===== config.mk =====
export PLATFORM = sky130hd
export DESIGN_NAME = alu_share_arbiter_flat
export DESIGN_NICKNAME = d
export VERILOG_FILES = /design/src/rtl/alu_share_arbiter_pkg.sv /design/src/rtl/alu_share_arbiter_if.sv /design/src/rtl/alu_share_arbiter_round_robin_arbiter.sv /design/src/rtl/alu_share_arbiter.sv /design/src/flat_wrapper.sv
export SDC_FILE = /design/constraint.sdc
export NUM_CORES = 1
export LEC_CHECK = 0
export ABC_AREA = 0
export CORE_MARGIN = 3
export CORE_UTILIZATION = 46
export CTS_CLUSTER_SIZE = 24
export DETAILED_ROUTE_END_ITERATION = 10
export PLACE_DENSITY_LB_ADDON = 0.05
export REMOVE_ABC_BUFFERS = 1
export SYNTH_ARGS = -nofsm -noshare
export SYNTH_HDL_FRONTEND = slang
export SYNTH_SLANG_ARGS = --single-unit

===== constraint.sdc =====
create_clock -name clock -period 12.2 [get_ports clock]
set_clock_uncertainty 0.05 [all_clocks]
set_input_delay 1.22 -clock clock [delete_from_list [all_inputs] [get_ports clock]]
set_output_delay 1.22 -clock clock [all_outputs]
set_load 0.005 [all_outputs]

===== src/rtl/alu_share_arbiter_pkg.sv =====
// Shared definitions for the ALU share arbiter: operator encoding, data word,
// requester tag type and the ALU datapath itself (a pure function, so the top
// level holds exactly one copy of it).
package alu_share_arbiter_pkg;

    typedef logic [31:0] int_t;

    typedef enum logic [2:0] {
        ADD = 3'd0,
        SUB = 3'd1,
        OR  = 3'd2
    } alu_operator_t;

    // Highest legal operator code; anything above it is flagged illegal.
    localparam alu_operator_t ALU_OPERATOR_LAST = OR;

    localparam int NUM_REQUESTERS_DEFAULT = 4;
    localparam int ID_WIDTH_DEFAULT       = $clog2(NUM_REQUESTERS_DEFAULT);

    typedef logic [ID_WIDTH_DEFAULT-1:0] requester_id_t;

    // The shared ALU. Arithmetic wraps modulo 2^32; illegal codes yield 0.
    function automatic int_t alu_execute(input alu_operator_t op, input int_t a, input int_t b);
        case (op)
            ADD:     return a + b;
            SUB:     return a - b;
            OR:      return a | b;
            default: return '0;
        endcase
    endfunction

    function automatic logic alu_is_illegal(input alu_operator_t op);
        return 3'(op) > 3'(ALU_OPERATOR_LAST);
    endfunction

endpackage


===== src/rtl/alu_share_arbiter_if.sv =====
// Request/response bundle between the requesters/consumer and the arbiter.
//   master: requesters + response consumer (drive req_*, resp_ready)
//   slave : the arbiter (drives req_ready, resp_*)
interface alu_share_arbiter_if
    import alu_share_arbiter_pkg::*;
#(
    parameter int NUM_REQUESTERS = 4,
    parameter int ID_WIDTH       = $clog2(NUM_REQUESTERS)
);
    logic          [NUM_REQUESTERS-1:0] req_valid;
    logic          [NUM_REQUESTERS-1:0] req_ready;
    alu_operator_t [NUM_REQUESTERS-1:0] req_operator;
    int_t          [NUM_REQUESTERS-1:0] req_operand1;
    int_t          [NUM_REQUESTERS-1:0] req_operand2;

    logic                resp_valid;
    logic                resp_ready;
    logic [ID_WIDTH-1:0] resp_id;
    int_t                resp_result;
    logic                resp_illegal;

    modport master (
        output req_valid, req_operator, req_operand1, req_operand2, resp_ready,
        input  req_ready, resp_valid, resp_id, resp_result, resp_illegal
    );

    modport slave (
        input  req_valid, req_operator, req_operand1, req_operand2, resp_ready,
        output req_ready, resp_valid, resp_id, resp_result, resp_illegal
    );
endinterface


===== src/rtl/alu_share_arbiter_round_robin_arbiter.sv =====
// Round-robin arbiter. Searches the request vector from rr_pointer upward,
// wrapping at NUM_REQUESTERS, and owns the pointer.
// Ports:
//   clock, reset_n : clock and async active-low reset
//   request        : pending requests
//   enable         : a grant may be issued this cycle
//   grant          : one-hot (or zero) grant, qualified by enable
//   grant_valid    : a grant is issued this cycle
//   grant_index    : index of the winning requester (meaningful with grant_valid)
module round_robin_arbiter #(
    parameter int NUM_REQUESTERS = 4,
    localparam int IW            = $clog2(NUM_REQUESTERS)
) (
    input  logic                      clock,
    input  logic                      reset_n,
    input  logic [NUM_REQUESTERS-1:0] request,
    input  logic                      enable,
    output logic [NUM_REQUESTERS-1:0] grant,
    output logic                      grant_valid,
    output logic [IW-1:0]             grant_index
);
    logic [IW-1:0] rr_pointer;
    logic [IW:0]   probe;
    logic          found;

    always_comb begin
        found       = 1'b0;
        grant_index = '0;
        probe       = '0;
        for (int k = 0; k < NUM_REQUESTERS; k++) begin
            // One spare bit so pointer + offset cannot overflow before the wrap.
            probe = {1'b0, rr_pointer} + (IW + 1)'(k);
            if (probe >= (IW + 1)'(NUM_REQUESTERS)) begin
                probe = probe - (IW + 1)'(NUM_REQUESTERS);
            end
            if (!found && request[probe[IW-1:0]]) begin
                found       = 1'b1;
                grant_index = probe[IW-1:0];
            end
        end
    end

    assign grant_valid = found && enable;
    assign grant       = grant_valid ? ({{(NUM_REQUESTERS-1){1'b0}}, 1'b1} << grant_index)
                                     : '0;

    always_ff @(posedge clock or negedge reset_n) begin
        if (!reset_n) begin
            rr_pointer <= '0;
        end else if (grant_valid) begin
            rr_pointer <= (grant_index == IW'(NUM_REQUESTERS - 1)) ? '0 : grant_index + 1'b1;
        end
    end
endmodule


===== src/rtl/alu_share_arbiter.sv =====
// Shares one ALU among NUM_REQUESTERS requesters. One round-robin grant per
// cycle; the winner's operands go through the ALU in the grant cycle and the
// result lands in a single-entry response buffer tagged with the winner's ID.
// Ports:
//   clock, reset_n : clock and async active-low reset
//   bus (slave)    : req_valid/req_ready/req_operator/req_operand1/req_operand2
//                    per requester; resp_valid/resp_ready/resp_id/resp_result/
//                    resp_illegal toward the consumer
module alu_share_arbiter
    import alu_share_arbiter_pkg::*;
#(
    parameter int NUM_REQUESTERS = 4,
    parameter int ID_WIDTH       = $clog2(NUM_REQUESTERS)
) (
    input  logic                clock,
    input  logic                reset_n,
    alu_share_arbiter_if.slave  bus
);
    localparam int IW = $clog2(NUM_REQUESTERS);

    logic          slot_free;
    logic          grant_enable;
    logic          grant_valid;
    logic [IW-1:0] grant_index;
    alu_operator_t sel_operator;
    int_t          sel_operand1;
    int_t          sel_operand2;
    int_t          alu_result;
    logic          alu_illegal;

    // A retire and a new grant may share a cycle, so the slot counts as free
    // while the consumer is accepting. Gating with reset_n keeps req_ready low
    // for the whole reset window.
    assign slot_free    = !bus.resp_valid || bus.resp_ready;
    assign grant_enable = slot_free && reset_n;

    round_robin_arbiter #(
        .NUM_REQUESTERS(NUM_REQUESTERS)
    ) u_arbiter (
        .clock       (clock),
        .reset_n     (reset_n),
        .request     (bus.req_valid),
        .enable      (grant_enable),
        .grant       (bus.req_ready),
        .grant_valid (grant_valid),
        .grant_index (grant_index)
    );

    assign sel_operator = bus.req_operator[grant_index];
    assign sel_operand1 = bus.req_operand1[grant_index];
    assign sel_operand2 = bus.req_operand2[grant_index];

    assign alu_result  = alu_execute(sel_operator, sel_operand1, sel_operand2);
    assign alu_illegal = alu_is_illegal(sel_operator);

    always_ff @(posedge clock or negedge reset_n) begin
        if (!reset_n) begin
            bus.resp_valid   <= 1'b0;
            bus.resp_id      <= '0;
            bus.resp_result  <= '0;
            bus.resp_illegal <= 1'b0;
        end else if (grant_valid) begin
            bus.resp_valid   <= 1'b1;
            bus.resp_id      <= ID_WIDTH'(grant_index);
            bus.resp_result  <= alu_result;
            bus.resp_illegal <= alu_illegal;
        end else if (bus.resp_ready) begin
            bus.resp_valid   <= 1'b0;
        end
    end
endmodule

===== src/flat_wrapper.sv =====
// flat-port wrapper written by rule: the top's interface ports become plain ports
module alu_share_arbiter_flat import alu_share_arbiter_pkg::*;
#(
    parameter int NUM_REQUESTERS = 4,
    parameter int ID_WIDTH       = $clog2(NUM_REQUESTERS)
)
  (clock, reset_n, bus_req_valid, bus_req_operator, bus_req_operand1, bus_req_operand2, bus_resp_ready, bus_req_ready, bus_resp_valid, bus_resp_id, bus_resp_result, bus_resp_illegal);
  alu_share_arbiter_if #(.NUM_REQUESTERS(NUM_REQUESTERS), .ID_WIDTH(ID_WIDTH)) bus_i ();
  input  logic clock;
  input  logic reset_n;
  input wire logic [$bits(bus_i.req_valid)-1:0] bus_req_valid;
  input wire logic [$bits(bus_i.req_operator)-1:0] bus_req_operator;
  input wire logic [$bits(bus_i.req_operand1)-1:0] bus_req_operand1;
  input wire logic [$bits(bus_i.req_operand2)-1:0] bus_req_operand2;
  input wire logic [$bits(bus_i.resp_ready)-1:0] bus_resp_ready;
  output wire logic [$bits(bus_i.req_ready)-1:0] bus_req_ready;
  output wire logic [$bits(bus_i.resp_valid)-1:0] bus_resp_valid;
  output wire logic [$bits(bus_i.resp_id)-1:0] bus_resp_id;
  output wire logic [$bits(bus_i.resp_result)-1:0] bus_resp_result;
  output wire logic [$bits(bus_i.resp_illegal)-1:0] bus_resp_illegal;
  assign bus_i.req_valid = bus_req_valid;
  assign bus_i.req_operator = bus_req_operator;
  assign bus_i.req_operand1 = bus_req_operand1;
  assign bus_i.req_operand2 = bus_req_operand2;
  assign bus_i.resp_ready = bus_resp_ready;
  assign bus_req_ready = bus_i.req_ready;
  assign bus_resp_valid = bus_i.resp_valid;
  assign bus_resp_id = bus_i.resp_id;
  assign bus_resp_result = bus_i.resp_result;
  assign bus_resp_illegal = bus_i.resp_illegal;
  alu_share_arbiter #(.NUM_REQUESTERS(NUM_REQUESTERS), .ID_WIDTH(ID_WIDTH)) u_core (.clock(clock), .reset_n(reset_n), .bus(bus_i));
endmodule

Word-level counts from Yosys, hierarchy flattened:

Cells that the tools add are included.

* flip-flop bits (word level): 38
* latch bits: 0
* bits in writable memories: 0
* memory bits (read-only): 0
* input bits: 275
* output and inout port bits: 40
* word-level logic and storage cells: 73
* memories kept: 0

* $add $sub $neg: 10
* multipliers: 0
* div/mod/pow operators: 0
* $lt $le $gt $ge: 10
* equality and inequality tests: 3
* shifts and indexed selects: 1
* mux-type cells: 31
* bitwise gates (word level): 1
* reductions and logical operators: 12

Operators with widths (count)
* $bmux 32 s2: 2
* $pmux 32 s3: 1
* $mux 32: 2
* $add 32x32->32: 1
* $or 32x32->32: 1
* $sub 32x32->32: 1
* $mux 2: 9
* $lt 2x3->1 const B: 5
* $mux 1: 10
* $ge 3x3->1 const B: 3
* $bmux 1 s2: 4
* $sub 2x1->2 const B: 4
* $add 2x2->3 const B: 2
* $bmux 3 s2: 1
* $logic_and 1x1->1: 5
* $logic_not 1->1: 4
* $mux 4: 1
* $shl 1x2->4 const A: 1
* $add 2x1->3 const B: 1
* $eq 3x1->1 const B: 1
* $eq 3x2->1 const B: 1
* $ge 2x3->1 const B: 1
* $gt 3x2->1 const B: 1
* $logic_not 3->1: 1
* other kinds (5): 5

Longest topological paths before layout:

* word-level depth: 18
* depth in mapped cells: 26
* depth with buffers taken out: 23

By module:

Synthesis repeated with hierarchy kept, for this count alone.

* cells, all modules: 637
* area total of the unflattened synthesis: 5944.5 µm²

By module, submodules not included
* alu_share_arbiter: instances 1, cells each 607, area an instance 5661.7 µm², sequential area each 900.9 µm²
* round_robin_arbiter: instances 1, cells each 30, area an instance 282.8 µm², sequential area each 50.0 µm²

Worst setup path after synthesis:

OpenSTA, ideal clock, no wires.

* path kind: input -> register
* start point: input bus_req_valid[0]
* end point: register u_core.bus.resp_result[31]
* setup time: 69 ps
* arrival time: 6002 ps
* data required time: 12081 ps
* slack: 6078 ps
* stages: 25
* path buffers: 5
* cells stage by stage: and2_4 > and2_1 > buf_6 > nor3_4 > inv_2 > buf_4 > buf_2 > a211oi_1 > o22a_1 > buf_2 > nand2b_1 > clkbuf_1 > o21ai_0 > inv_1 > ha_1 > nor2b_1 > o21ai_0 > a21boi_0 > o311ai_0 > a21boi_0 > or3b_1 > a221o_1 > or3_1 > nor3_1 > nand3b_1

* word-level cells in the longest chain between the ends: 16
* elaborated cells between the ends (all ways): 36
* those cells by class: add/sub (2); eq/ne (2); mux (23); bitwise (1); reduce/logical (8)

RTL lines
* start, declared: line flat_wrapper.sv:11 `input wire logic [$bits(bus_i.req_valid)-1:0] bus_req_valid;`
* $bmux 1 s2: line alu_share_arbiter_round_robin_arbiter.sv:36 `if (!found && request[probe[IW-1:0]]) begin`
* $mux 1 (implied by the code): line alu_share_arbiter_round_robin_arbiter.sv:36
* $mux 1: line alu_share_arbiter_round_robin_arbiter.sv:36
* $logic_not 1->1: line alu_share_arbiter_round_robin_arbiter.sv:36
* $logic_and 1x1->1: line alu_share_arbiter_round_robin_arbiter.sv:36
* $mux 1: line alu_share_arbiter_round_robin_arbiter.sv:36
* $logic_not 1->1: line alu_share_arbiter_round_robin_arbiter.sv:36
* $logic_and 1x1->1: line alu_share_arbiter_round_robin_arbiter.sv:36
* $mux 1: line alu_share_arbiter_round_robin_arbiter.sv:36
* $logic_not 1->1: line alu_share_arbiter_round_robin_arbiter.sv:36
* $logic_and 1x1->1: line alu_share_arbiter_round_robin_arbiter.sv:36
* $mux 2: line alu_share_arbiter_round_robin_arbiter.sv:36
* $bmux 32 s2, or another cell as far along: line alu_share_arbiter.sv:50 `assign sel_operand1 = bus.req_operand1[grant_index];`
* $mux 32 (implied by the code), or another cell as far along: line alu_share_arbiter.sv:50
* $sub 32x32->32, or another cell as far along: line alu_share_arbiter_pkg.sv:26 `SUB: return a - b;`
* $pmux 32 s3: line alu_share_arbiter_pkg.sv:24 `case (op)`
* end signal, assigned: line alu_share_arbiter.sv:65 `bus.resp_result <= alu_result;`
* end, declared: line alu_share_arbiter_if.sv:29 `output req_ready, resp_valid, resp_id, resp_result, resp_illegal`

Several ways; a longest one is shown, not always the timed one. The select of a mux whose other input is x is not followed.
A chain may end at the register's enable or synchronous reset.

Worst setup path in the final report:

* start point: input bus_req_valid[1]
* end point: register u_core.bus.resp_result[31]

The elaborated chain is that of the path after synthesis.

==> metrics.md <==
| Metric | Value |
|---|---|
| Final ANT Viol Nets | 0 |
| Number of port buffers | 314 |
| Routed len/inst | 16.8 um |
| Worst Setup End Kind | register |
| N_diodes | 0 |
| Core Area | 0.0140 mm^2 |
| Die area | 0.0159 mm^2 |
| # fillers | 1,204 |
| IO Pins | 315 |
| Power Density | 228 mW/mm^2 |
| Nets@finish | 1,546 |
| RSZ-0062 raised after global routing | false |
| Worst hold endpoint | u_core.bus.resp_result[29] |
| Max-cap violations | 0 |
| Clk buf depth | 2 |
| Seq pwr share | 8.8% |
| Share of post-route cells with drive strength above 1 | 5.59% |
| CTS root buf | clkbuf_16 |
| Leading cell types in the layout, fill and taps excluded | clkdlybuf4s50_1 (313), nand2_1 (204), nand3_1 (65), a21oi_1 (65), o21ai_0 (55) |
| Vias in the first global route | 7,916 |
| Register clock-pin slew on the reported worst setup and hold paths | 0.06 ns |
| First-pass GRT wire length | 38,700 um |
| Fin crit share | 66.6% |
| Worst path required time | 12.38 ns |
| Clock latency on the worst-skew pair | 0.29 ns |
| Clock Sinks | 38 |
| Minimum clock period | 8.12 ns |
| Slew @ Worst Pin | 0.955 ns |
| Router iterations before antenna repair | 5 |
| Internal | 0.00114 W |
| Initial antenna violation count | 0 |
| Logic pwr share | 83.3% |
| First-iteration detailed-routing DRC count | 460 |
| Hold Buf Count CTS | 0 |
| Sw Share | 49.8% |
| Most common cell after layout, fill and taps aside | clkdlybuf4s50_1 |
| Synth Area in Compound Gates | 25.8% |
| Syn Std Cell Area | 0.00663 mm^2 |
| Hold depth | 2 |
| Outcome | completed |
| Peak fanout along the critical path | 61 |
| Ys async rst share | 100% |
| Dpl cell area | 0.00980 mm^2 |
| Layout area overhead | 50.9% |
| Accumulated negative setup slack | 0 ns |
| Reg2reg end | u_core.bus.resp_result[31] |
| Library cells used by synthesis | 66 |
| Most used DFF post-synth | dfrtp_1 |
| Hpwl dp | 18,300 um |
| Reg-to-Reg Start | u_core.u_arbiter.rr_pointer[1] |
| Post-synthesis sequential area ratio | 14.3% |
| Hold WC Path Type | reg2reg |
| Cells after Synth | 966 |
| Met2 WL | 11,800 um |
| Sw power | 0.00114 W |
| CTS tree | yes |
| Via count | 8,127 |
| Worst EP arrival | 8.30 ns |
| Simple-gate share of the synthesized area | 30.2% |
| Main combinational cell family by area after synthesis | simple AND/OR/NAND/NOR gates |
| Number of flops mapped to enable cells by yosys | 0 |
| Lkg Pwr | 4.35 nW |
| Final WL | 23,800 um |
| Top sig layer | met4 |
| Area of the multi-input gates | 0.00524 mm^2 |
| Post-layout util | 71.5% |
| Crit Path Class | in2reg |
| HP Start | u_core.bus.resp_result[29] |
| Post-synthesis mux area share | 8.78% |
| Vias per std cell | 5.75 |
| Clk pwr share | 8.0% |
| Final instance area | 0.0100 mm^2 |
| Largest vdd supply drop | 96.6 uV |
| Met3 wire length | 1820 um |
| CTS H-tree lvls | 2 |
| DRC viols | 0 |
| Cts repair resizes | 0 |
| Largest net degree at the start of global routing | 73 |
| Post-synthesis register bit count | 38 |
| Setup bufs post-CTS | 0 |
| Starting Density | 47.4% |
| Setup crit start kind | primary input |
| TritonCTS Buffers | 5 |
| Reg area | 951 um^2 |
| YS warnings | 0 |
| Syn avg cell area | 6.86 um^2 |
| Gpl congestion | 0.916 |
| FMAX | 123 MHz |
| Tot GR Track Use | 28.9% |
| Worst R2R Setup Slack | 5.03 ns |
| Num rows | 43 |
| Die H | 126 um |
| R2R cell count | 22 |
| Slew Viols, Final | 0 |
| Synth Area in Adders | 7.28% |
| Metal-1 WL | 9810 um |
| Slew margin rel. | 36.2% |
| Setup-failing EPs final | 0 |
| Area share of xor/xnor cells in the synthesized design | 6.87% |
| Final hold violation count | 0 |
| Die Width | 126 um |
| Grt total ovfl | 0 |
==> state kept, by name (all words and copies together) (netlist names) <==
name and count:
u_core.bus.resp_id 2, u_core.bus.resp_result 32, u_core.bus.resp_illegal 1, u_core.u_arbiter.rr_pointer 2, u_core.bus.resp_valid 1
==> per-stage QoR <==
stage	hold slack, ns	setup WS (ns)	std cells	total power [W]
2_1_floorplan	0.423	2.54	899	0.00154
3_3_place_gp	0.410	4.13	1406	0.00204
3_5_place_dp	0.420	3.89	1406	0.00206
4_1_cts	0.434	4.14	1414	0.00226
5_1_grt	0.463	3.32	1414	0.00250
6_report	0.428	4.08	1414	0.00228
==> power groups by stage <==
stage               Combinational, W  Clock [W]  Sequential [W]
floorplan                    0.00134          0        0.000204
global placement             0.00184          0        0.000200
detailed placement           0.00186          0        0.000202
CTS                          0.00188   0.000183        0.000200
global route                 0.00211   0.000188        0.000206
finish                       0.00190   0.000182        0.000200
==> how the worst max path moves through the flow <==
stage | startpoint | cells after the start | endpoint
after floorplan | bus_req_valid[1] | 20 | u_core.bus.resp_result[30]
after global placement | bus_req_valid[1] | 23 | u_core.bus.resp_result[17]
after detailed placement | bus_req_valid[1] | 23 | u_core.bus.resp_result[31]
after CTS | bus_req_valid[1] | 23 | u_core.bus.resp_result[25]
after global routing | bus_req_valid[1] | 23 | u_core.bus.resp_result[25]
final | bus_req_valid[1] | 23 | u_core.bus.resp_result[31]
==> kinds of logic after synthesis <==
group | Yosys count
simple gates | 410
compound gates | 266
buf+inv | 106
mux | 56
xor+xnor | 52
fa+ha+maj | 38
flops | 38
==> worst max-delay path, cell delays in order <==
cell and delay, ns:
clkdlybuf4s50_1 0.47, nand2b_1 0.19, o211a_1 0.34, nor2_4 0.14, buf_4 0.58, inv_2 0.59, a211oi_1 0.45, o22a_1 0.18
buf_4 0.31, nor2b_2 0.81, nor2_1 0.17, xnor2_1 0.18, ha_1 0.38, a21oi_1 0.22, o21ai_0 0.17, o2111ai_1 0.21
nand3_1 0.12, a22oi_1 0.25, or3b_1 0.44, a221o_1 0.33, or3_1 0.31, nor3_1 0.12, nand3b_1 0.13
==> cell type report <==
cell class,instances,area share (%)
clock buffer,6,1.39
timing repair buffer,327,32.3
inverter,39,1.49
sequential,38,9.51
tap,180,2.25
multi-input combinational,822,52.4
clock inverter,2,0.600
==> Yosys cell counts (3+ instances only) <==
cell type    n  share of area (%)
buf_2       11               0.83
o211ai_1     4               0.45
mux2_2      17                2.9
nand3_1     65                4.9
xor2_1      24                3.2
nor3_1       5               0.38
nor4b_1     15                2.0
nand4_1      4               0.38
o21a_1       6               0.68
nand2b_1    13                1.2
dfrtp_1     38                 14
o21ai_1      4               0.30
a22oi_1      3               0.34
a31oi_1     25                2.4
clkbuf_1    44                2.5
buf_1        6               0.34
nand2_1    204                 12
ha_1        37                7.0
o31ai_1      5               0.57
xnor2_1     28                3.7
or2_2        7               0.66
or3_1        4               0.38
a211oi_1    34                3.8
a21boi_0     4               0.45
and2_1      11                1.0
a21o_1      15                1.7
o21ai_0     55                4.2
and3_1      31                2.9
o21bai_1     7               0.79
nor2b_1      5               0.47
buf_6        4               0.68
nor2_1      31                1.8
o21ba_2      9                1.4
o22ai_1      6               0.57
a41oi_1      4               0.53
inv_1       38                2.2
mux2i_1     39                5.9
a21oi_1     65                4.9
==> metal layers <==
layer | track usage, % | up-vias
li1 | - | 3989
met1 | 35.6 | 3768
met2 | 51.8 | 336
met3 | 5.81 | 34
met4 | 6.18 | 0
met5 | 0 | -
(Power assumes the default switching activity.)
